--- src/rtl/mem_stream_pkg.sv ---
// Shared constants and FSM state encoding for the memory stream reader.
package mem_stream_pkg;

    localparam int DEFAULT_ADDR_WIDTH = 6;
    localparam int DEFAULT_DATA_WIDTH = 14;

    typedef enum logic [0:0] {
        ST_IDLE = 1'b0,
        ST_RUN  = 1'b1
    } state_e;

endpackage

--- src/rtl/mem_stream_fifo2.sv ---
// Two-entry output FIFO. Slot 0 is always the head, so the head outputs
// come straight from flops and stay stable until the entry is popped.
module mem_stream_fifo2 #(
    parameter int WIDTH = 15
) (
    input  logic             clk,
    input  logic             rst,
    input  logic             push,
    input  logic [WIDTH-1:0] push_data,
    input  logic             pop,
    output logic [1:0]       count,
    output logic             head_valid,
    output logic [WIDTH-1:0] head_data
);

    logic [1:0]       count_q, count_d;
    logic             valid_q, valid_d;
    logic [WIDTH-1:0] slot0_q, slot0_d;
    logic [WIDTH-1:0] slot1_q, slot1_d;

    // Pop first (shift slot 1 into the head), then place any push in the first free slot.
    always_comb begin
        count_d = count_q;
        slot0_d = slot0_q;
        slot1_d = slot1_q;
        if (pop && (count_q != 2'd0)) begin
            slot0_d = slot1_q;
            count_d = count_q - 2'd1;
        end
        if (push && (count_d != 2'd2)) begin
            if (count_d == 2'd0) begin
                slot0_d = push_data;
            end else begin
                slot1_d = push_data;
            end
            count_d = count_d + 2'd1;
        end
        valid_d = (count_d != 2'd0);
    end

    // Storage and occupancy registers; reset leaves the FIFO empty.
    always_ff @(posedge clk) begin
        if (rst) begin
            count_q <= 2'd0;
            valid_q <= 1'b0;
            slot0_q <= '0;
            slot1_q <= '0;
        end else begin
            count_q <= count_d;
            valid_q <= valid_d;
            slot0_q <= slot0_d;
            slot1_q <= slot1_d;
        end
    end

    assign count      = count_q;
    assign head_valid = valid_q;
    assign head_data  = slot0_q;

endmodule

--- src/rtl/mem_stream_reader.sv ---
// Burst reader: walks a synchronous-read memory from start_addr for length
// words and presents the data as a valid/ready stream with a last marker.
module mem_stream_reader
    import mem_stream_pkg::*;
#(
    parameter int ADDR_WIDTH = DEFAULT_ADDR_WIDTH,
    parameter int DATA_WIDTH = DEFAULT_DATA_WIDTH
) (
    input  logic                  clk,
    input  logic                  rst,
    input  logic                  start,
    input  logic [ADDR_WIDTH-1:0] start_addr,
    input  logic [ADDR_WIDTH:0]   length,
    output logic                  busy,
    output logic                  done,
    output logic [ADDR_WIDTH-1:0] mem_addr,
    input  logic [DATA_WIDTH-1:0] mem_data,
    output logic [DATA_WIDTH-1:0] out_data,
    output logic                  out_valid,
    input  logic                  out_ready,
    output logic                  out_last
);

    localparam logic [ADDR_WIDTH-1:0] ADDR_ONE  = 1;
    localparam logic [ADDR_WIDTH:0]   COUNT_ONE = 1;

    state_e                state_q, state_d;
    logic [ADDR_WIDTH-1:0] addr_ptr_q, addr_ptr_d;
    logic [ADDR_WIDTH-1:0] last_addr_q, last_addr_d;
    logic [ADDR_WIDTH:0]   issue_left_q, issue_left_d;
    logic                  inflight_q, inflight_d;
    logic                  inflight_last_q, inflight_last_d;
    logic                  done_q, done_d;

    logic [1:0]            fifo_count;
    logic                  fifo_valid;
    logic [DATA_WIDTH:0]   fifo_head;
    logic                  pop;
    logic                  head_last;
    logic [2:0]            occupancy;
    logic                  issue;

    assign pop       = fifo_valid && out_ready;
    assign head_last = fifo_head[DATA_WIDTH];

    // Credit check: every word already buffered or on its way back must have a
    // FIFO slot, so a new read goes out only if it still fits after this pop.
    always_comb begin
        occupancy = 3'(fifo_count) + 3'(inflight_q) - 3'(pop);
        issue     = (state_q == ST_RUN) && (issue_left_q != '0) && (occupancy < 3'd2);
    end

    // Burst control: start capture, address walk, in-flight tracking and completion.
    always_comb begin
        state_d         = state_q;
        addr_ptr_d      = addr_ptr_q;
        last_addr_d     = last_addr_q;
        issue_left_d    = issue_left_q;
        inflight_d      = issue;
        inflight_last_d = issue && (issue_left_q == COUNT_ONE);
        done_d          = 1'b0;
        case (state_q)
            ST_IDLE: begin
                if (start) begin
                    if (length == '0) begin
                        done_d = 1'b1;
                    end else begin
                        state_d      = ST_RUN;
                        addr_ptr_d   = start_addr;
                        issue_left_d = length;
                    end
                end
            end
            ST_RUN: begin
                if (issue) begin
                    addr_ptr_d   = addr_ptr_q + ADDR_ONE;
                    last_addr_d  = addr_ptr_q;
                    issue_left_d = issue_left_q - COUNT_ONE;
                end
                if (pop && head_last) begin
                    state_d = ST_IDLE;
                    done_d  = 1'b1;
                end
            end
            default: begin
                state_d = ST_IDLE;
            end
        endcase
    end

    // Control registers; reset wins over everything, including an active burst.
    always_ff @(posedge clk) begin
        if (rst) begin
            state_q         <= ST_IDLE;
            addr_ptr_q      <= '0;
            last_addr_q     <= '0;
            issue_left_q    <= '0;
            inflight_q      <= 1'b0;
            inflight_last_q <= 1'b0;
            done_q          <= 1'b0;
        end else begin
            state_q         <= state_d;
            addr_ptr_q      <= addr_ptr_d;
            last_addr_q     <= last_addr_d;
            issue_left_q    <= issue_left_d;
            inflight_q      <= inflight_d;
            inflight_last_q <= inflight_last_d;
            done_q          <= done_d;
        end
    end

    mem_stream_fifo2 #(
        .WIDTH(DATA_WIDTH + 1)
    ) u_fifo (
        .clk        (clk),
        .rst        (rst),
        .push       (inflight_q),
        .push_data  ({inflight_last_q, mem_data}),
        .pop        (pop),
        .count      (fifo_count),
        .head_valid (fifo_valid),
        .head_data  (fifo_head)
    );

    assign mem_addr  = issue ? addr_ptr_q : last_addr_q;
    assign busy      = (state_q == ST_RUN);
    assign done      = done_q;
    assign out_valid = fifo_valid;
    assign out_data  = fifo_head[DATA_WIDTH-1:0];
    assign out_last  = fifo_valid && head_last;

endmodule

--- config.mk ---
export PLATFORM = sky130hd
export DESIGN_NAME = mem_stream_reader
export DESIGN_NICKNAME = d
export VERILOG_FILES = /design/src/rtl/mem_stream_pkg.sv /design/src/rtl/mem_stream_fifo2.sv /design/src/rtl/mem_stream_reader.sv
export SDC_FILE = /design/constraint.sdc
export NUM_CORES = 1
export LEC_CHECK = 0
export ABC_CLOCK_PERIOD_IN_PS = 2300
export BUFFER_PORTS_ARGS = -buffer_cell sky130_fd_sc_hd__clkbuf_2
export CAP_MARGIN = 20
export CORE_MARGIN = 5
export CORE_UTILIZATION = 40
export CTS_BUF_LIST = sky130_fd_sc_hd__clkbuf_16
export DETAILED_ROUTE_END_ITERATION = 7
export SLEW_MARGIN = 20
export SYNTH_ARGS = -nofsm -noshare
export SYNTH_HDL_FRONTEND = slang
export SYNTH_HIERARCHICAL = 1
export SYNTH_SLANG_ARGS = --single-unit
--- constraint.sdc ---
create_clock -name clk -period 2.3 [get_ports clk]
set_input_delay 0.23 -clock clk [delete_from_list [all_inputs] [get_ports clk]]
set_output_delay 0.23 -clock clk [all_outputs]
set_load 0.02 [all_outputs]
==> reports/results.txt, run 1 <==
Die W: 96.8 um
CP Max Fanout: 6
WP data required: 2070 ps
Hpwl dp: 5.09 mm
Clock Tree Root: clkbuf_16
LEAKAGE: 1.67 nW
Drt first pass iters: 4
Worst-Margin Slew: 521 ps
GPL Wtd Cong: 0.772
Most frequent cells in the layout: 53 x dfxtp_1, 48 x clkbuf_2, 28 x nor2_1, 23 x nand3_1, 23 x buf_4
Final hold violations: 0
Syn_nets: 366
DR iter-0 viols: 101
F_max: 382 MHz
DR vias: 2,570
Global routing's busiest layer: met2
Initial Util: 41.3%
Final worst slack: -315 ps
Flops & latches, synth: 56
Final setup vio count: 10
Inserted Clock Buffers: 5
Area occupied by multi-input gates: 0.00178 sq mm
Clock Skew: 8.55 ps
Pwr Density: 674 mW/mm^2
Yosys warns: 6
Min-Delay Path Class: input pin to flip-flop
Met1 global-route usage: 20.3%
Element type at the critical path start: flip-flop
Final ANT Viol Nets: 0
Netlist cell types: 59
I/O Pins: 55
Max Buffers Root-to-Sink: 2
Status: finished with violations
Register area: 0.00113 sq mm
Register area share after synthesis: 37.2%
DR DRC count: 0
Post-Route WL: 7.17 mm
Antenna violations before repair: 0
Slew Viols, Final: 0
Die footprint: 0.00936 sq mm
Period Utilization, post-route: 114%
CTS tree: built
Synthesized area: 0.00301 sq mm
Top FF cell, synth: dfxtp_1
Flop-to-flop setup slack: -90 ps
Max IR drop VDD: 0.364 mV
Latest clock arrival within the worst-skew pair: 290 ps
Hold buffer count at cts: 0
Antenna cells: 0
Core Footprint: 0.00729 sq mm
EDFF count, synth: 0
Critical path capture point type: output port
Layout cell share with drive strength beyond 1: 32.4%
Slew HR: 64.9%
CTS Sinks: 56
Crit Path Category: flip-flop to output port
Minimum clock period: 2610 ps
Port bufs: 54
GR Util met2: 24.0%
Largest net degree at the start of global routing: 30
Commonest non-fill, non-tap cell in the layout: dfxtp_1
Hold_ws: 193 ps
Maxcap violations: 0
Worst EP arrival: 2380 ps
WL/cell: 14.6 um
Vias/cell: 5.23
Fillers: 727
Pwr Total: 2.52 mW
Nets: 428
Die Y: 96.8 um
Met3 usage: 3.96%
GRT Residual Overflow: 0
Failing checks: setup timing
CTS clk-pin slew, worst paths: 70 ps
Syn avg cell area: 9.15 sq um
Yosys top cell by area: dfxtp_1
Vias in the first global route: 2,548
Std cell rows: 31
Final core area utilization: 51.3%
First-pass GRT wire length: 12.1 mm
Post-synth ARST share: 0%
Area contributors post-synth: dfxtp_1 37%, mux2i_1 7.0%, a21bo_1 4.3%
Layout area overhead: 24.2%
Mapped Cells: 329
GR Util All Layers: 15.1%
Dpl ws: -160 ps
Synth top area share: 37.2%
H-tree Lvls: 2
Unrepaired setup endpoints after global routing: true
[flip-flops by register name, indices dropped and copies added (netlist names)]
signal,cells
done,1
busy,1
addr_ptr_q,6
last_addr_q,6
inflight_last_q,1
u_fifo/slot1_q,15
issue_left_q,7
u_fifo/head_data,15
u_fifo/count,2
inflight_q,1
u_fifo/head_valid,1
[area by class of cell]
cell class	count	share of cell area (%)
clock buffer	5	3.34
clock inverter	3	0.368
inverter	10	1.00
multi-input combinational	238	47.7
sequential	56	30.1
tap	99	3.31
timing repair buffer	80	14.2
[report_power, final]
part / switching, mW / internal (mW)
Clock: 0.333 / 0.397
Combinational: 0.376 / 0.310
Sequential: 0.0648 / 1.04
[per-stage QoR]
stage | TNS (ps) | instances | cell area [sq um]
after floorplan | -26.5 | 329 | 3020
after global placement | -526 | 475 | 3410
after detailed placement | -650 | 475 | 3410
after CTS | -2270 | 485 | 3640
after global routing | -3180 | 491 | 3740
final | -1860 | 491 | 3740
[synthesized netlist by cell type, types with 8 or more instances]
cell / count
a21oi_2: 10
dfxtp_1: 56
inv_1: 9
nand2_1: 12
mux2i_1: 21
a21o_1: 12
nor2_1: 29
clkbuf_1: 8
a21oi_1: 22
and2_1: 10
a21bo_1: 13
nand3_1: 23
nand2b_1: 9
[routing by layer]
metal,routed length (um),share of wire [%]
met1,3340,47
met2,3450,48
met3,293,4.1
met4,86,1.2
met5,0,0
[critical path, stage by stage, from the launching register on]
cell     delay (ps)
dfxtp_4         350
nand2_4          80
xnor2_2         100
nand2_1          80
fa_2            530
nand2_2          70
a311o_2         420
mux2_4          340
buf_8           130
[repair_timing]
item / CTS / global route
hold endpoints to repair: 0 / 0
pin swaps: 2 / 4
setup endpoints to repair: 13 / 39
resized for setup: 19 / 18
setup buffers: 2 / 6
[worst paths after layout]
path,from,endpoint,depth (start not counted)
setup / recovery,u_fifo/head_valid$_SDFF_PP0_,mem_addr[1],8
hold / removal,mem_data[5],u_fifo/slot1_q[5]$_SDFFE_PP0P_,3
setup reg to reg,u_fifo/head_valid$_SDFF_PP0_,issue_left_q[5]$_SDFFE_PP0P_,9
hold reg to reg,u_fifo/slot1_q[1]$_SDFFE_PP0P_,u_fifo/slot1_q[1]$_SDFFE_PP0P_,2
[cell families (layout without fill, tap and decap cells)]
family | count (synthesis) | count (layout) | synth area share [%]
adder cells (fa/ha/maj) | 6 | 6 | 2.74
multiplexers | 27 | 27 | 9.35
flip-flops | 56 | 56 | 37.2
AO/OA/AOI/OAI | 92 | 92 | 24.0
XOR/XNOR | 4 | 4 | 1.41
AND/OR/NAND/NOR | 109 | 109 | 19.2
buffers and inverters | 35 | 98 | 6.02
No activity file was read; power rests on OpenSTA's default activity.
==> run 2: changes to the inputs <==
CORE_ASPECT_RATIO = 1.75   (was unset)
CTS_BUF_LIST = unset   (was sky130_fd_sc_hd__clkbuf_16)
==> reports/results.txt, run 2 (synthesis gave the netlist of run 1 again) <==
Status: finished with violations
Failing checks: setup timing
Final instance area: 0.00376 sq mm
CTS Sinks: 56
Drt first pass iters: 4
M1 wire length: 2.98 mm
Hold_ws: 181 ps
Switching Power: 0.810 mW
WL met2: 4.06 mm
LEAKAGE: 1.68 nW
CP top delay family: adder cells
Final hold violations: 0
WL/cell: 15.9 um
Max Buffers Root-to-Sink: 2
Latest clock arrival within the worst-skew pair: 290 ps
Min-Delay Path Class: input pin to flip-flop
Comb pwr share: 26.5%
Port bufs: 54
Pwr Total: 2.69 mW
CTS clk-pin slew, worst paths: 70 ps
Sequential share of power: 41.2%
Met3 Routed Length: 336 um
Placed insts: 463
Internal Power: 1.88 mW
Hpwl dp: 5.40 mm
Maxcap violations: 0
Final ANT Viol Nets: 0
Slew Viols, Final: 0
Die Y: 125 um
Critical path capture point type: output port
DP Area: 0.00340 sq mm
I/O Pins: 55
Vias/cell: 5.41
Clk network pwr share: 32.3%
Switching share of total power: 30.1%
Antenna cells: 0
Worst-Margin Slew: 502 ps
Antenna violations before repair: 0
Final setup vio count: 14
Post-Layout Cell Count: 479
Post-Route WL: 7.60 mm
WP data required: 2070 ps
Largest net degree at the start of global routing: 30
GRT Residual Overflow: 0
Top layer in use: met4
CTS tree: built
Die W: 75.6 um
Final worst slack: -369 ps
Worst EP arrival: 2440 ps
Initial Util: 40.4%
Slew HR: 66.2%
CP Max Fanout: 4
Setup tns final: -2570 ps
Clock Skew: 3.82 ps
DR DRC count: 0
GR Util All Layers: 16.3%
Commonest non-fill, non-tap cell in the layout: dfxtp_1
Dpl ws: -120 ps
Clock Tree Root: clkbuf_16
Crit Path Category: flip-flop to output port
CP cell instances: nand2_4 > xnor2_2 > nand2_1 > fa_2 > nand2_2 > a311oi_2 > buf_4 > mux2_4 > clkbuf_2
Final core area utilization: 50.4%
Minimum clock period: 2670 ps
Nets: 427
Unrepaired setup endpoints after global routing: true
Core Footprint: 0.00746 sq mm
F_max: 375 MHz
Max incr delay on CP: 530 ps
WP buf/inv: 2
Fillers: 726
GPL Wtd Cong: 0.845
Layout cell share with drive strength beyond 1: 33.5%
Element type at the critical path start: flip-flop
Pwr Density: 715 mW/mm^2
Register area: 0.00113 sq mm
Most frequent cells in the layout: 53 x dfxtp_1, 50 x clkbuf_2, 28 x nor2_1, 22 x nand3_1, 21 x mux2i_1
H-tree Lvls: 2
Worst path slowest cell: fa_2
Layout area overhead: 25.0%
Vias in the first global route: 2,488
Area occupied by multi-input gates: 0.00178 sq mm
First-pass GRT wire length: 12.0 mm
DR vias: 2,592
Inserted Clock Buffers: 5
Die footprint: 0.00943 sq mm
DR iter-0 viols: 111
Period Utilization, post-route: 116%
Std cell rows: 42
Max IR drop VDD: 0.403 mV
==> run 2: power by group through the flow <==
stage	Combinational, mW	Sequential, mW	Clock (mW)
floorplan	0.406	1.15	0
global placement	0.614	1.12	0
detailed placement	0.620	1.13	0
CTS	0.643	1.10	0.910
global route	0.774	1.12	0.950
finish	0.713	1.11	0.869
==> run 2: what timing repair did <==
action	in CTS	in global routing
setup endpoints to repair	9	15
gates cloned	0	1
gates resized for setup	9	27
buffers inserted	2	6
pin swaps	0	11
hold buffers	0	0
==> run 2: path summary, 6_finish.rpt <==
check | from | to | slack (ps) | depth (start not counted)
worst min-delay path | mem_data[13] | u_fifo/slot1_q[13]$_SDFFE_PP0P_ | 180 | 3
worst min register to register | inflight_last_q$_SDFF_PP0_ | u_fifo/slot1_q[14]$_SDFFE_PP0P_ | 470 | 2
worst max-delay path | u_fifo/head_valid$_SDFF_PP0_ | mem_addr[2] | -370 | 9
worst max register to register | u_fifo/head_valid$_SDFF_PP0_ | issue_left_q[5]$_SDFFE_PP0P_ | -180 | 10
==> run 2: routing by layer <==
metal / vias to the layer above / GRT usage [%]
met5: - / 0
met4: 0 / 7.21
met3: 17 / 3.63
met2: 58 / 28.4
met1: 1224 / 17.8
li1: 1293 / -
==> run 2: worst reg2reg max path, cell delays in order, from the launching register on <==
cell	delay [ps]
dfxtp_4	360
nand2_4	60
xnor2_2	120
nand2_1	80
fa_2	530
nand2_2	70
a311o_2	450
buf_6	140
buf_6	110
a22o_4	240
a32o_1	200
==> run 2: area by class of cell <==
cell class              count  area share (%)
repair buffers             79            14.4
well taps                  88            2.93
multi-input cells         238            47.3
flip-flops and latches     56            30.0
clock inverters             3            1.13
clock buffers               5            3.32
inverters                  10           0.997
==> run 3: changes to the inputs <==
PLACE_DENSITY_LB_ADDON = 0.3   (was unset)
SETUP_SLACK_MARGIN = 0.02   (was unset)
==> reports/results.txt, run 3 (synthesis gave the netlist of run 1 again) <==
CP Max Fanout: 6
Clock Skew: 6.35 ps
WP data required: 2070 ps
Worst EP arrival: 2380 ps
Antenna cells: 0
Minimum clock period: 2610 ps
Critical path capture point type: output port
Antenna violations before repair: 0
Pwr Total: 2.52 mW
I/O Pins: 55
Most frequent cells in the layout: 53 x dfxtp_1, 51 x clkbuf_2, 28 x nor2_1, 23 x nand3_1, 22 x a21oi_1
Element type at the critical path start: flip-flop
DR iter-0 viols: 140
Commonest non-fill, non-tap cell in the layout: dfxtp_1
Port bufs: 54
WL/cell: 15.8 um
Largest net degree at the start of global routing: 30
First-pass GRT wire length: 12.5 mm
Worst-Margin Slew: 542 ps
Status: finished with violations
Vias in the first global route: 2,678
CTS tree: built
GRT Residual Overflow: 0
Drt first pass iters: 4
Die Y: 125 um
Nets: 423
Fillers: 748
Hold_sp: mem_data[7]
DR DRC count: 0
CTS clk-pin slew, worst paths: 70 ps
Final setup vio count: 6
Final ANT Viol Nets: 0
F_max: 383 MHz
Inserted Clock Buffers: 5
Max Buffers Root-to-Sink: 2
Crit Path Category: flip-flop to output port
GPL Wtd Cong: 0.844
Post-Route WL: 7.50 mm
Final worst slack: -309 ps
Vias/cell: 5.46
Maxcap violations: 0
H-tree Lvls: 2
Setup tns final: -1710 ps
Period Utilization, post-route: 113%
Die W: 75.6 um
GR Util All Layers: 16.7%
Slew Viols, Final: 0
Slew HR: 63.9%
Latest clock arrival within the worst-skew pair: 300 ps
DR vias: 2,592
Crit path from: u_fifo/head_valid$_SDFF_PP0_
Failing checks: setup timing
Pwr Density: 692 mW/mm^2
Max IR drop VDD: 0.387 mV
Unrepaired setup endpoints after global routing: true
Worst flop-to-flop path startpoint: u_fifo/head_valid$_SDFF_PP0_
Initial Util: 40.4%
Core Footprint: 0.00746 sq mm
Final hold violations: 0
Std cell rows: 42
Min-Delay Path Class: input pin to flip-flop
Clock Tree Root: clkbuf_16
CTS Sinks: 56
Layout area overhead: 20.9%
Layout cell share with drive strength beyond 1: 31.5%
Hpwl dp: 5.44 mm
LEAKAGE: 1.63 nW
Die footprint: 0.00943 sq mm
Hold_ws: 172 ps
-- run 3: changes by cell type in the layout (fill, tap and decap cells not counted), moves of 2 or more --
cell     before  now
a21oi_1      20   22
and2_1        8   10
buf_6         8    0
buf_4        16   20
a21oi_2      12   10
and2_4        2    0
-- run 3: cell type report --
type / count / area (sq um) / area share (%)
multi-input cells: 238 / 1750 / 48.0
flip-flops and latches: 56 / 1130 / 31.0
repair buffers: 75 / 470 / 12.9
clock buffers: 5 / 125 / 3.44
well taps: 88 / 110 / 3.02
inverters: 10 / 37.5 / 1.03
clock inverters: 3 / 22.5 / 0.619
-- run 3: worst paths after layout --
kind | slack (ps) | end | cells after the start
max | -310 | mem_addr[0] | 8
min | 170 | u_fifo/slot1_q[7]$_SDFFE_PP0P_ | 3
max reg2reg | 20 | issue_left_q[3]$_SDFFE_PP0P_ | 10
min reg2reg | 480 | u_fifo/slot1_q[14]$_SDFFE_PP0P_ | 2
-- run 3: metal layers --
| metal | wire [um] | global-route usage [%] | vias up | part of all wire (%) |
|---|---|---|---|---|
| li1 | - | - | 1287 | - |
| met1 | 2940 | 18.1 | 1235 | 39 |
| met2 | 4100 | 30.1 | 56 | 55 |
| met3 | 275 | 2.75 | 14 | 3.7 |
| met4 | 191 | 7.42 | 0 | 2.5 |
| met5 | 0 | 0 | - | 0 |
-- run 3: metrics by stage --
| step | util [%] | area, sq um | worst slack (ps) | std cells |
|---|---|---|---|---|
| 6_report | 48.8 | 3640 | -309 | 475 |
| 5_1_grt | 48.8 | 3640 | -387 | 475 |
| 4_1_cts | 48.5 | 3620 | -316 | 473 |
| 3_5_place_dp | 45.8 | 3420 | -93.2 | 464 |
| 3_3_place_gp | 45.8 | 3420 | -93.5 | 464 |
| 2_1_floorplan | - | 3030 | -5.37 | 329 |
-- run 3: power by group --
part	switching, mW	internal, mW	total (mW)	leakage (nW)
sequential	0.0668	1.04	1.11	0.458
combinational	0.367	0.272	0.639	1.10
clock	0.369	0.407	0.776	0.0703
-- run 3: worst max-delay path, cell delays in order, from the launching register on --
cell and delay, ps:
dfxtp_4 360, nand2_4 50, xnor2_2 110, nand2_1 80, fa_2 530, nand2_2 70, a311o_2 410, mux2_4 330
clkbuf_2 160
-- run 3: repair_timing --
action,CTS,global route
setup endpoints to repair,7,26
pin swaps,1,0
setup buffers,1,2
gates resized for setup,11,5
hold buffers,0,0
